## src/rtl/beu_clmul_pkg.sv

```systemverilog
// Shared types for the iterative carry-less multiplier: operation variants and FSM states.
package beu_clmul_pkg;

    typedef enum logic [1:0] {
        CLMUL_L = 2'b00,
        CLMUL_H = 2'b01,
        CLMUL_R = 2'b10
    } clmul_mode_t;

    typedef enum logic [1:0] {
        CM_IDLE = 2'b00,
        CM_BUSY = 2'b01,
        CM_DONE = 2'b10
    } clmul_state_t;

endpackage

```

## src/rtl/beu_clmul_step.sv

```systemverilog
// One iteration of the carry-less multiply: folds BPC partial products into the running product.
module beu_clmul_step #(
    parameter int XLEN = 32,
    parameter int BPC  = 1
) (
    input  logic [2*XLEN-2:0] product,
    input  logic [2*XLEN-2:0] operand,
    input  logic [BPC-1:0]    bits,
    output logic [2*XLEN-2:0] next_product
);

    // Shifts happen at full product width, so bits pushed past the top are dropped.
    always_comb begin
        next_product = product;
        for (int j = 0; j < BPC; j++) begin
            if (bits[j]) begin
                next_product = next_product ^ (operand << j);
            end
        end
    end

endmodule

```

## src/rtl/beu_clmul.sv

```systemverilog
// Iterative CLMUL/CLMULH/CLMULR unit with early exit and a valid/stall/flush handshake for EX.
module beu_clmul
    import beu_clmul_pkg::*;
#(
    parameter int XLEN       = 32,
    parameter int BPC        = 1,
    parameter int EARLY_EXIT = 1
) (
    input  logic            s_clk_i,
    input  logic            s_reset_i,
    input  logic            s_start_i,
    input  logic [1:0]      s_mode_i,
    input  logic [XLEN-1:0] s_op1_i,
    input  logic [XLEN-1:0] s_op2_i,
    input  logic            s_stall_i,
    input  logic            s_flush_i,
    output logic            s_ready_o,
    output logic            s_valid_o,
    output logic [XLEN-1:0] s_result_o
);

    localparam int W  = 2*XLEN - 1;
    localparam int N  = XLEN / BPC;
    localparam int CW = $clog2(N + 1);

    clmul_state_t    state_q, state_d;
    logic [W-1:0]    product_q, product_d;
    logic [W-1:0]    operand_q, operand_d;
    logic [XLEN-1:0] consume_q, consume_d;
    logic [CW-1:0]   cnt_q, cnt_d;
    logic [1:0]      mode_q, mode_d;
    logic [W-1:0]    step_product;

    beu_clmul_step #(
        .XLEN (XLEN),
        .BPC  (BPC)
    ) u_step (
        .product      (product_q),
        .operand      (operand_q),
        .bits         (consume_q[BPC-1:0]),
        .next_product (step_product)
    );

    // NOTE: every signal gets its hold value before the case so no path leaves it unassigned (no latches).
    always_comb begin
        state_d   = state_q;
        product_d = product_q;
        operand_d = operand_q;
        consume_d = consume_q;
        cnt_d     = cnt_q;
        mode_d    = mode_q;

        if (s_flush_i) begin
            state_d = CM_IDLE;
        end else begin
            case (state_q)
                CM_IDLE: begin
                    if (s_start_i) begin
                        mode_d    = s_mode_i;
                        product_d = '0;
                        operand_d = {{(XLEN-1){1'b0}}, s_op2_i};
                        consume_d = s_op1_i;
                        cnt_d     = '0;
                        state_d   = (s_op1_i == '0 || s_op2_i == '0) ? CM_DONE : CM_BUSY;
                    end
                end
                CM_BUSY: begin
                    product_d = step_product;
                    operand_d = operand_q << BPC;
                    consume_d = consume_q >> BPC;
                    cnt_d     = cnt_q + 1'b1;
                    if (cnt_q == CW'(N - 1) || (EARLY_EXIT != 0 && consume_d == '0)) begin
                        state_d = CM_DONE;
                    end
                end
                CM_DONE: begin
                    if (!s_stall_i) begin
                        state_d = CM_IDLE;
                    end
                end
                default: state_d = CM_IDLE;
            endcase
        end
    end

    // NOTE: sequential state uses non-blocking assignments so all registers update from pre-edge values.
    always_ff @(posedge s_clk_i or posedge s_reset_i) begin : CM_STATE
        if (s_reset_i) begin
            state_q <= CM_IDLE;
        end else begin
            state_q <= state_d;
        end
    end

    always_ff @(posedge s_clk_i or posedge s_reset_i) begin : CM_DATA
        if (s_reset_i) begin
            product_q <= '0;
            operand_q <= '0;
            consume_q <= '0;
            cnt_q     <= '0;
            mode_q    <= '0;
        end else begin
            product_q <= product_d;
            operand_q <= operand_d;
            consume_q <= consume_d;
            cnt_q     <= cnt_d;
            mode_q    <= mode_d;
        end
    end

    assign s_ready_o = (state_q == CM_IDLE);
    assign s_valid_o = (state_q == CM_DONE);

    always_comb begin
        s_result_o = '0;
        if (s_valid_o) begin
            case (mode_q)
                CLMUL_L: s_result_o = product_q[XLEN-1:0];
                CLMUL_H: s_result_o = {1'b0, product_q[W-1:XLEN]};
                CLMUL_R: s_result_o = product_q[W-1:XLEN-1];
                default: s_result_o = '0;
            endcase
        end
    end

endmodule

```

## config.mk

```make
export PLATFORM = sky130hd
export DESIGN_NAME = beu_clmul
export DESIGN_NICKNAME = d
export VERILOG_FILES = /design/src/rtl/beu_clmul_pkg.sv /design/src/rtl/beu_clmul_step.sv /design/src/rtl/beu_clmul.sv
export SDC_FILE = /design/constraint.sdc
export NUM_CORES = 1
export LEC_CHECK = 0
export ABC_CLOCK_PERIOD_IN_PS = 18000
export CAP_MARGIN = 20
export CORE_MARGIN = 2
export CORE_UTILIZATION = 55
export CTS_CLUSTER_SIZE = 10
export DETAILED_ROUTE_END_ITERATION = 12
export GPL_ROUTABILITY_DRIVEN = 0
export GPL_TIMING_DRIVEN = 0
export PLACE_DENSITY = 0.79
export SYNTH_ARGS = -nofsm -noshare
export SYNTH_HDL_FRONTEND = slang
export SYNTH_SLANG_ARGS = --single-unit
export TNS_END_PERCENT = 1
```

## constraint.sdc

```tcl
create_clock -name s_clk_i -period 18 [get_ports s_clk_i]
set_input_delay 3.6 -clock s_clk_i [delete_from_list [all_inputs] [get_ports s_clk_i]]
set_output_delay 3.6 -clock s_clk_i [all_outputs]
set_load 0.02 [all_outputs]
```

=== After elaboration in Yosys (flattened, before gate mapping) ===
Index checks and enable logic that the tools add are counted.

* Add/sub/neg operators: 1
* Multiply operators: 0
* Divide/modulo/power cells: 0
* $lt $le $gt $ge: 0
* Equality and inequality tests: 10
* Shift operators: 0
* Mux-type cells: 17
* Bitwise gates (word level): 2
* Reduce and logical (&&, ||, !) cells: 12

{| class="wikitable"
|+ Operators by type and width
! kind !! number
|-
| 63-bit case mux with 2 select lines || 2
|-
| 63-bit two-way mux || 3
|-
| 32-bit logical NOT || 3
|-
| 32-bit case mux with 3 select lines || 1
|-
| 32-bit two-way mux || 2
|-
| 32-bit case mux with 2 select lines || 1
|-
| 63-bit bitwise XOR || 1
|-
| 6-bit case mux with 2 select lines || 1
|-
| 2-bit two-way mux || 5
|-
| 3-bit != test (second input constant) || 3
|-
| 3-bit AND reduction || 3
|-
| 6-bit by 1-bit adder with 6-bit output (second input constant) || 1
|-
| 6-bit by 5-bit equality test with 1-bit output (second input constant) || 1
|-
| 6-bit two-way mux || 1
|-
| 2-bit case mux with 3 select lines || 1
|-
| 2-bit by 1-bit equality test with 1-bit output (second input constant) || 2
|-
| 2-bit equality test (second input constant) || 2
|-
| 2-bit logical NOT || 2
|-
| 2-bit != test (second input constant) || 2
|-
| 4-bit AND reduction || 1
|-
| 1-bit logical OR || 2
|-
| 2-bit nonzero test || 1
|-
| 1-bit NOT || 1
|}

* Register bits after elaboration: 168
* Latch bits: 0
* Bits in writable memories: 0
* Bits in read-only memories: 0
* Input port bits: 71
* Output and inout port bits: 34
* Word-level logic and storage cells: 48
* Memories: 0

=== Longest topological paths before layout ===
Gate-level depths: netlist of the first run.

* Depth in word-level cells: 6
* Depth in mapped cells: 8

=== Modules after synthesis ===
Synthesis of the first run repeated with hierarchy kept, for this count alone.

* Cell total of the unflattened synthesis: 843
* Area total of the unflattened synthesis: 8668.3 sq um

{| class="wikitable"
|+ Modules (own cells, without submodules)
! module !! times used !! cells an instance !! area an instance (sq um) !! sequential area each (sq um)
|-
| beu_clmul || 1 || 710 || 7805.0 || 4204.0
|-
| beu_clmul_step || 1 || 133 || 863.3 || 0.0
|}

=== Worst setup path after synthesis of the first run ===
Ideal clock, no wire load.

* Path kind: register -> output
* Start point: register mode_q[1]
* End point: output s_result_o[31]
* Data arrival time: 1404 ps
* Data required time: 14400 ps
* Path slack: 12996 ps
* Stages on the path, launching flop included: 5
* Buffers on the path: 2
* Cell sequence: dfrtp_1 > clkbuf_1 > buf_2 > mux2i_1 > nor3_1

* Longest elaborated chain between the ends: 3
* Elaborated cells between the ends (all ways): 5
* Classes of those cells: 2 x eq/ne; 2 x mux; 1 x reduce/logical

{| class="wikitable"
|+ RTL lines
! what !! RTL line !! source
|-
| start: declaration || beu_clmul.sv:31 || <nowiki>logic [1:0] mode_q, mode_d;</nowiki>
|-
| start signal: assignment || beu_clmul.sv:107 || <nowiki>mode_q <= mode_d;</nowiki>
|-
| 2-bit equality test, or another cell as far along || beu_clmul.sv:117 || <nowiki>case (mode_q)</nowiki>
|-
| 32-bit case mux with 3 select lines * || beu_clmul.sv:117 ||
|-
| 32-bit two-way mux * || beu_clmul.sv:116 || <nowiki>if (s_valid_o) begin</nowiki>
|-
| end: declaration || beu_clmul.sv:19 || <nowiki>output logic [XLEN-1:0] s_result_o</nowiki>
|}

Mark *: on every way between the ends. The rest lies on a longest branch, timed or not.

=== Worst setup path after layout of the first run ===
* Start point: register mode_q[0]
* End point: output s_result_o[30]

The elaborated chain is that of the path after synthesis.

==> results of run 1 <==
==> metal layers <==
layer	part of all wire (%)	vias to the layer above	wire, µm	global-route usage, %
met2	49	190	9621	43.29
met5	0	-	0	0
met3	4.4	23	867	5.563
met4	1.3	0	263	6.078
li1	-	3281	-	-
met1	45	3317	8864	35.68
==> state kept, by name, indices dropped and copies added, names as in the netlist <==
name and count:
operand_q 63, consume_q 32, state_q 2, mode_q 2
cnt_q 6, product_q 63
==> worst max-delay path: stages, from the launching register on <==
cell             delay [ps]
dfrtp_1                 330
clkbuf_1                260
nor2b_1                 280
clkbuf_1                410
a21oi_1                 140
nor2_1                  170
clkdlybuf4s50_1         630
==> per-stage QoR <==
stage                     std cells  utilization (%)
after floorplan                 905                -
after global placement         1193            64.79
after detailed placement       1194            65.03
after CTS                      1225            68.95
after global routing           1225            68.95
final                          1225            68.95
==> cells in the mapped netlist, drive strengths merged <==
library cell	instances
nor4b	1
mux2i	32
dfrtp	168
mux2	3
buf	35
o21ai	4
a21oi	32
nor3	5
inv	4
nand4	8
xor2	65
and3b	1
a22o	33
nor2b	2
clkbuf	29
o32ai	1
or3	1
nor2	196
o21bai	1
nor4	23
ha	1
nand2b	1
nand3	2
nand2	193
xnor2	1
a21o	1
a31oi	62
==> path summary, 6_finish.rpt <==
path / start / to / depth (start not counted)
hold reg to reg: operand_q[62] / operand_q[62] / 1
max in group asynchronous: s_reset_i / product_q[36] / 3
setup / recovery: mode_q[0] / s_result_o[30] / 6
hold / removal: operand_q[62] / operand_q[62] / 1
min in group asynchronous: s_reset_i / product_q[40] / 2
setup reg to reg: state_q[1] / product_q[61] / 5
==> cell families (layout without fill, tap and decap cells) <==
group / count (synthesis) / count (layout) / synth area share (%)
adder cells (fa/ha/maj): 1 / 1 / 0.1549
buffers and inverters: 68 / 204 / 3.688
AO/OA/AOI/OAI: 134 / 134 / 10.91
XOR/XNOR: 66 / 66 / 7.160
multiplexers: 35 / 35 / 4.386
flip-flops: 168 / 168 / 52.07
AND/OR/NAND/NOR: 433 / 433 / 21.63
==> area by class of cell <==
class / count / area (µm²)
sequential: 168 / 4204
tap: 184 / 230.2
buffer: 64 / 282.8
inverter: 4 / 22.52
clock buffer: 23 / 467.9
timing repair buffer: 105 / 1069
clock inverter: 8 / 97.59
multi-input combinational: 669 / 3572
fill: 1179 / 4478
==> power groups by stage <==
stage / clock, mW / sequential (mW) / combinational [mW]
floorplan: 0 / 0.513 / 0.206
detailed placement: 0 / 0.540 / 0.274
finish: 0.352 / 0.536 / 0.276
CTS: 0.357 / 0.534 / 0.276
global route: 0.372 / 0.545 / 0.312
global placement: 0 / 0.538 / 0.264
==> flow_summary.json, run 1 <==
{
  "synth_area_um2": 8074,
  "p_leak_nw": 4.435,
  "cts_sinks": 168,
  "drt_iter0_markers": 530,
  "grt_pass1_vias": 6778,
  "numCtsBuffers": 17,
  "drive_gt1_share_pct": 6.436,
  "switchingPower_mw": 0.3777,
  "die_x_um": 125.2,
  "hold_path_class": "reg -> reg",
  "worstSetupEndpointType": "output port",
  "cts_setup_buffers": 0,
  "critPathLaunchType": "flop",
  "final_cell_mix": "196 x nor2_1, 193 x nand2_1, 168 x dfrtp_1",
  "drc": 0,
  "finalWorstSetupSlack_ps": 11760,
  "io_buffer_count": 104,
  "total_power_mw": 1.164,
  "switching_share_pct": 32.44,
  "die-area_um2": 15670,
  "final_common_cell": "nor2_1",
  "max_cap_violations": 0,
  "grt_pass1_wl_mm": 33.18,
  "critical_path_arrival_ps": 2640,
  "global_route.overflow_total": 0,
  "core.rowCount": 44,
  "fin_nets": 1101,
  "combPwrFrac_pct": 23.7,
  "yosysWarningCount": 0,
  "fin_crit_sh_pct": 34.66,
  "htree_num_levels": 4,
  "diodes": 0,
  "seqPwrFrac_pct": 46.0,
  "hold_viol": 0,
  "ios": 105,
  "synthDominantCellAreaShare_pct": 52.07,
  "status": "finished, final reports clean",
  "place_area_um2": 9380,
  "min_period_ps": 6239,
  "antenna_found_initial": 0,
  "post-route-cell-area_um2": 9946,
  "dr.pass1.iters": 5,
  "grt_max_degree": 138,
  "clk_latency_ps": 420,
  "die_height_um": 125.2,
  "rsz0062_at_grt": "no",
  "hold_buffers": 0,
  "max_freq_ghz": 0.1603,
  "dp_hpwl_mm": 14.10,
  "grt_usage_pct": 26.11,
  "setup-violations-final": 0,
  "via_per_inst": 5.560,
  "slew_headroom_pct": 54.73,
  "wl_mm": 19.62,
  "ant_nets": 0,
  "tritoncts": "yes",
  "cts_root_buffer": "clkbuf_16",
  "synth_fp_nets": 977,
  "crit_type": "reg -> out",
  "yosysTopAreaCell": "dfrtp_1",
  "start_util_pct": 55.98,
  "worstPathRequired_ps": 14400,
  "critical_path.max_fanout": 10,
  "core_area_um2": 14420,
  "intPower_mw": 0.7867,
  "tns_ps": 0,
  "clk_pin_slew_ps": 60,
  "synth_area_per_cell_um2": 8.922,
  "vias": 6811,
  "cts_buffer_depth": 2,
  "dp_slack_ps": 12230,
  "clock_power_share_pct": 30.3,
  "rrSetupSlack_ps": 16070,
  "finalHoldWorstSlack_ps": 513.9,
  "synth_cells": 905,
  "area_growth_pct": 23.18,
  "tightestPinTransition_ps": 679.1,
  "ctsResizeCount": 0,
  "wl_per_cell_um": 16.01,
  "fin_skew_ps": 7.962,
  "ir_worst_vdd_mv": 0.07568,
  "synth.ff_latch_count": 168,
  "synth_area_leaders": "dfrtp_1 52%, nor2_1 9.1%, nand2_1 9.0%",
  "yosysSeqAreaShare_pct": 52.07,
  "yosysUniqueCellTypes": 28,
  "p_per_area_nw_per_um2": 117.1,
  "drv_slew": 0
}
(Power assumes the default switching activity.)
==> inputs of run 2 (changes only) <==
Settings changed: ABC_CLOCK_PERIOD_IN_PS 18000 to 5500, CORE_UTILIZATION 55 to 50, PLACE_DENSITY 0.79 to 0.75.
Clock period 18 ns to 5.5 ns, I/O delays scaled along.
==> run 2 against run 1 <==
Register-to-register slack lost 13000 ps; cell count grew 2.8%; combinational power grew to 3.3 times the previous value; non-clock buffer count grew 3; critical endpoint is now s_result_o[29]; largest cell class unchanged.
==> flow_summary.json, run 2 (synthesis results as in run 1) <==
{
  "critical_path.max_fanout": 10,
  "multi_input_area_um2": 3572,
  "tns_ps": 0,
  "critPathMaxStageDelay_ps": 640,
  "hold_path_class": "reg -> reg",
  "wl_per_cell_um": 15.76,
  "via_per_inst": 5.402,
  "diodes": 0,
  "critical_path_arrival_ps": 2620,
  "ir_worst_vdd_mv": 0.2810,
  "grt_pass1_vias": 6522,
  "io_buffer_count": 104,
  "dp_hpwl_mm": 14.61,
  "ff2ff_path_depth": 6,
  "clk_latency_ps": 430,
  "worstSetupStartpoint": "mode_q[0]",
  "p_per_area_nw_per_um2": 377.7,
  "cts_root_buffer": "clkbuf_16",
  "slew_headroom_pct": 58.58,
  "largestRegisters": "operand_q x63, product_q x63, consume_q x32",
  "rrSetupSlack_ps": 3540,
  "critPathLaunchType": "flop",
  "worstPathRequired_ps": 4400,
  "hold_viol": 0,
  "drv_slew": 0,
  "hold_start": "cnt_q[1]",
  "die_x_um": 131.1,
  "crit_type": "reg -> out",
  "max_cap_violations": 0,
  "regToRegStartpoint": "state_q[1]",
  "dr.pass1.iters": 5,
  "area_growth_pct": 24.00,
  "drive_gt1_share_pct": 6.424,
  "cts_sinks": 168,
  "worstHoldPathCells": 2,
  "worstSetupEndpointType": "output port",
  "reg2reg_to": "operand_q[46]",
  "htree_num_levels": 4,
  "cts_setup_buffers": 0,
  "min_period_ps": 3719,
  "global_route.overflow_total": 0,
  "rsz0062_at_grt": "no",
  "status": "finished, final reports clean",
  "ios": 105,
  "fin_skew_ps": 7.854,
  "holdPathEnd": "cnt_q[1]",
  "ctsResizeCount": 0,
  "grt_pass1_wl_mm": 32.43,
  "max_freq_ghz": 0.2689,
  "wl_mm": 19.85,
  "core.rowCount": 46,
  "die-area_um2": 17180,
  "final_cell_mix": "196 x nor2_1, 193 x nand2_1, 168 x dfrtp_1",
  "start_util_pct": 51.01,
  "numCtsBuffers": 17,
  "hold_buffers": 0,
  "vias": 6801,
  "p_leak_nw": 4.441,
  "finalWorstSetupSlack_ps": 1781,
  "die_height_um": 131.1,
  "cts_buffer_depth": 2,
  "setup-violations-final": 0,
  "core_area_um2": 15830,
  "grt_max_degree": 42,
  "slowest_stage": "clkdlybuf4s50_1",
  "tritoncts": "yes",
  "fin_nets": 1104,
  "drt_iter0_markers": 495,
  "regArea_um2": 4204,
  "dp_slack_ps": 2267,
  "fin_crit_sh_pct": 67.61,
  "clk_pin_slew_ps": 60,
  "drc": 0,
  "ant_nets": 0,
  "final_common_cell": "nor2_1",
  "antenna_found_initial": 0,
  "grt_usage_pct": 24.45,
  "nFillCells": 1299,
  "tightestPinTransition_ps": 621.3,
  "total_power_mw": 3.781,
  "crit_top_cell": "clkbuf_1",
  "cp_cell_sequence": "clkbuf_1 -> nor2b_1 -> clkbuf_1 -> a21oi_1 -> nor2_1 -> clkdlybuf4s50_1"
}
run 2: changes by cell type in the layout (fill, tap and decap cells not counted):
cell        delta
clkinvlp_4     +1
clkbuf_8       +2
bufinv_16      -1
clkbuf_1       +2
buf_16         -1
clkinv_4       -2
clkinv_2       -2
inv_8          -1
buf_12         +4
run 2: cell type report:
cell class                      count  area share (%)
Clock inverter                      3          0.3999
Inverter                            4          0.1875
Timing Repair Buffer              108           11.20
Tap cell                          216           2.699
Multi-Input combinational cell    669           35.68
Buffer                             64           2.824
Clock buffer                       27           5.024
Sequential cell                   168           41.99
run 2: worst max path at each step:
stage	to	slack, ps	cells past startpoint
3_3_place_gp	consume_q[6]	880	2
3_5_place_dp	s_result_o[29]	2270	6
5_1_grt	s_result_o[27]	1530	6
6_report	s_result_o[29]	1780	6
2_1_floorplan	cnt_q[0]	2260	1
4_1_cts	s_result_o[29]	1790	6
run 2: through the flow:
step           utilization [%]  hold slack (ps)  area (µm²)  cells
2_1_floorplan                -            465.6        8078    905
3_3_place_gp             59.32            491.1        9389   1225
3_5_place_dp             59.83            501.5        9469   1229
4_1_cts                  63.26            514.3       10010   1259
5_1_grt                  63.26            535.0       10010   1259
6_report                 63.26            521.7       10010   1259
run 2: per-layer routing:
layer  track usage (%)  vias up  share of wire, %
li1                  -     3284                 -
met1             33.82     3271                46
met2             38.74      214                47
met3             4.748       32               5.3
met4             8.886        0               1.9
met5                 0        -                 0
run 2: critical path, delay by kind of cell, from the launching register on:
| kind | cells | cell delay, ps |
|---|---|---|
| buffers and inverters | 3 | 1270 |
| AOI/OAI and AO/OA | 1 | 130 |
| DFF | 1 | 320 |
| and+or+nand+nor | 2 | 470 |
run 2: report_power, final:
part / total (mW) / internal (mW) / leakage, nW / switching, mW
sequential: 1.76 / 1.51 / 2.12 / 0.251
clock: 1.12 / 0.665 / 0.267 / 0.457
combinational: 0.901 / 0.384 / 2.05 / 0.518
total: 3.78 / 2.56 / 4.44 / 1.23
==> inputs of run 3 (changes only) <==
Settings changed: ABC_CLOCK_PERIOD_IN_PS 5500 to 3900, CORE_UTILIZATION 50 to 55, PLACE_DENSITY 0.75 to 0.79.
Clock period 5.5 ns to 3.9 ns, I/O delays scaled along.
==> run 3 against run 2 <==
Clock-buffer cell count fell by 6; die area fell by 8.8%; register-to-register slack got worse by 1600 ps; first-iteration DRC count rose by 41%; design area rose by 0.65%; sequential cell count did not move; critical endpoint is now s_result_o[30]; highest routed layer unchanged.
==> flow_summary.json, run 3 (synthesis results as in run 1) <==
{
  "htree_num_levels": 4,
  "via_per_inst": 5.565,
  "worstSetupEndpointType": "output port",
  "clk_latency_ps": 430,
  "io_buffer_count": 104,
  "hold_viol": 0,
  "total_power_mw": 5.592,
  "diodes": 0,
  "ant_nets": 0,
  "max_freq_ghz": 0.2870,
  "die_height_um": 125.2,
  "hold_path_class": "reg -> reg",
  "critPathLaunchType": "flop",
  "drive_gt1_share_pct": 7.081,
  "die-area_um2": 15670,
  "ios": 105,
  "cts_sinks": 168,
  "fin_skew_ps": 5.482,
  "fin_crit_sh_pct": 89.35,
  "multi_input_area_um2": 3572,
  "max_cap_violations": 0,
  "grt_pass1_vias": 6865,
  "grt_usage_pct": 27.18,
  "clk_pin_slew_ps": 60,
  "setup-violations-final": 0,
  "numCtsBuffers": 17,
  "wl_per_cell_um": 16.56,
  "wl_mm": 20.36,
  "hold_buffers": 0,
  "cts_setup_buffers": 0,
  "slew_headroom_pct": 49.02,
  "finalHoldWorstSlack_ps": 517.4,
  "nFillCells": 1102,
  "worstPathRequired_ps": 3120,
  "critical_path_arrival_ps": 2700,
  "tritoncts": "yes",
  "layout.cells.non_filler": 1229,
  "p_leak_nw": 4.482,
  "drv_slew": 0,
  "status": "finished, final reports clean",
  "place_area_um2": 9437,
  "cts_buffer_depth": 2,
  "p_per_area_nw_per_um2": 554.9,
  "fin_nets": 1104,
  "tightestPinTransition_ps": 763.1,
  "min_period_ps": 3485,
  "regArea_um2": 4204,
  "final_common_cell": "nor2_1",
  "grt_pass1_wl_mm": 34.33,
  "start_util_pct": 55.98,
  "rrSetupSlack_ps": 1970,
  "core.rowCount": 44,
  "post-route-cell-area_um2": 10080,
  "grt_max_degree": 44,
  "cts_root_buffer": "clkbuf_16",
  "drt_iter0_markers": 697,
  "post-place-cells": 1197,
  "drc": 0,
  "dr.pass1.iters": 5,
  "largestRegisters": "operand_q x63, product_q x63, consume_q x32",
  "rsz0062_at_grt": "no",
  "die_x_um": 125.2,
  "final_cell_mix": "196 x nor2_1, 193 x nand2_1, 168 x dfrtp_1",
  "crit_type": "reg -> out",
  "dp_hpwl_mm": 14.61,
  "tns_ps": 0,
  "ctsResizeCount": 0,
  "vias": 6839,
  "critical_path.max_fanout": 10,
  "antenna_found_initial": 0,
  "area_growth_pct": 24.81,
  "global_route.overflow_total": 0,
  "core_area_um2": 14420,
  "ir_worst_vdd_mv": 0.3700
}
-- run 3: metrics by stage --
stage / utilization (%) / setup WS (ps)
3_3_place_gp: 64.82 / -340.7
2_1_floorplan: - / 979.3
5_1_grt: 69.86 / 188.7
3_5_place_dp: 65.42 / 905.8
6_report: 69.86 / 415.3
4_1_cts: 69.86 / 417.7
-- run 3: layout make-up --
class,instances,area share [%]
plain buffers,64,2.806
clock inverters,11,1.689
clock buffers,21,4.668
well taps,184,2.285
repair buffers,108,11.20
flip-flops and latches,168,41.72
inverters,4,0.1862
multi-input cells,669,35.45
-- run 3: report_power, final --
part,total (mW),switching [mW],leakage [nW],internal (mW)
Clock,1.83,0.703,0.305,1.12
Combinational,1.29,0.746,2.06,0.542
Sequential,2.48,0.354,2.12,2.12
Total,5.59,1.80,4.48,3.79
-- run 3: path summary, 6_finish.rpt --
check                              start        endpoint  depth (start not counted)
min reg2reg                operand_q[62]   operand_q[62]                          1
min in group asynchronous      s_reset_i   product_q[41]                          2
max reg2reg                   state_q[1]   product_q[61]                          5
max                            mode_q[0]  s_result_o[30]                          6
min                        operand_q[62]   operand_q[62]                          1
max in group asynchronous      s_reset_i   operand_q[21]                          4
-- run 3: metal layers --
layer,GRT usage [%],routed length (µm),vias to the layer above
met5,0,0,-
met4,8.301,286,0
met3,4.792,970,26
met2,45.33,10000,228
met1,36.73,9096,3308
li1,-,-,3277
-- run 3: critical path: stages (launching register included) --
cell and delay (ps):
dfrtp_1 320, clkbuf_1 270, nor2b_1 320, clkbuf_1 400, a21oi_1 140, nor2_1 190
clkdlybuf4s50_1 640
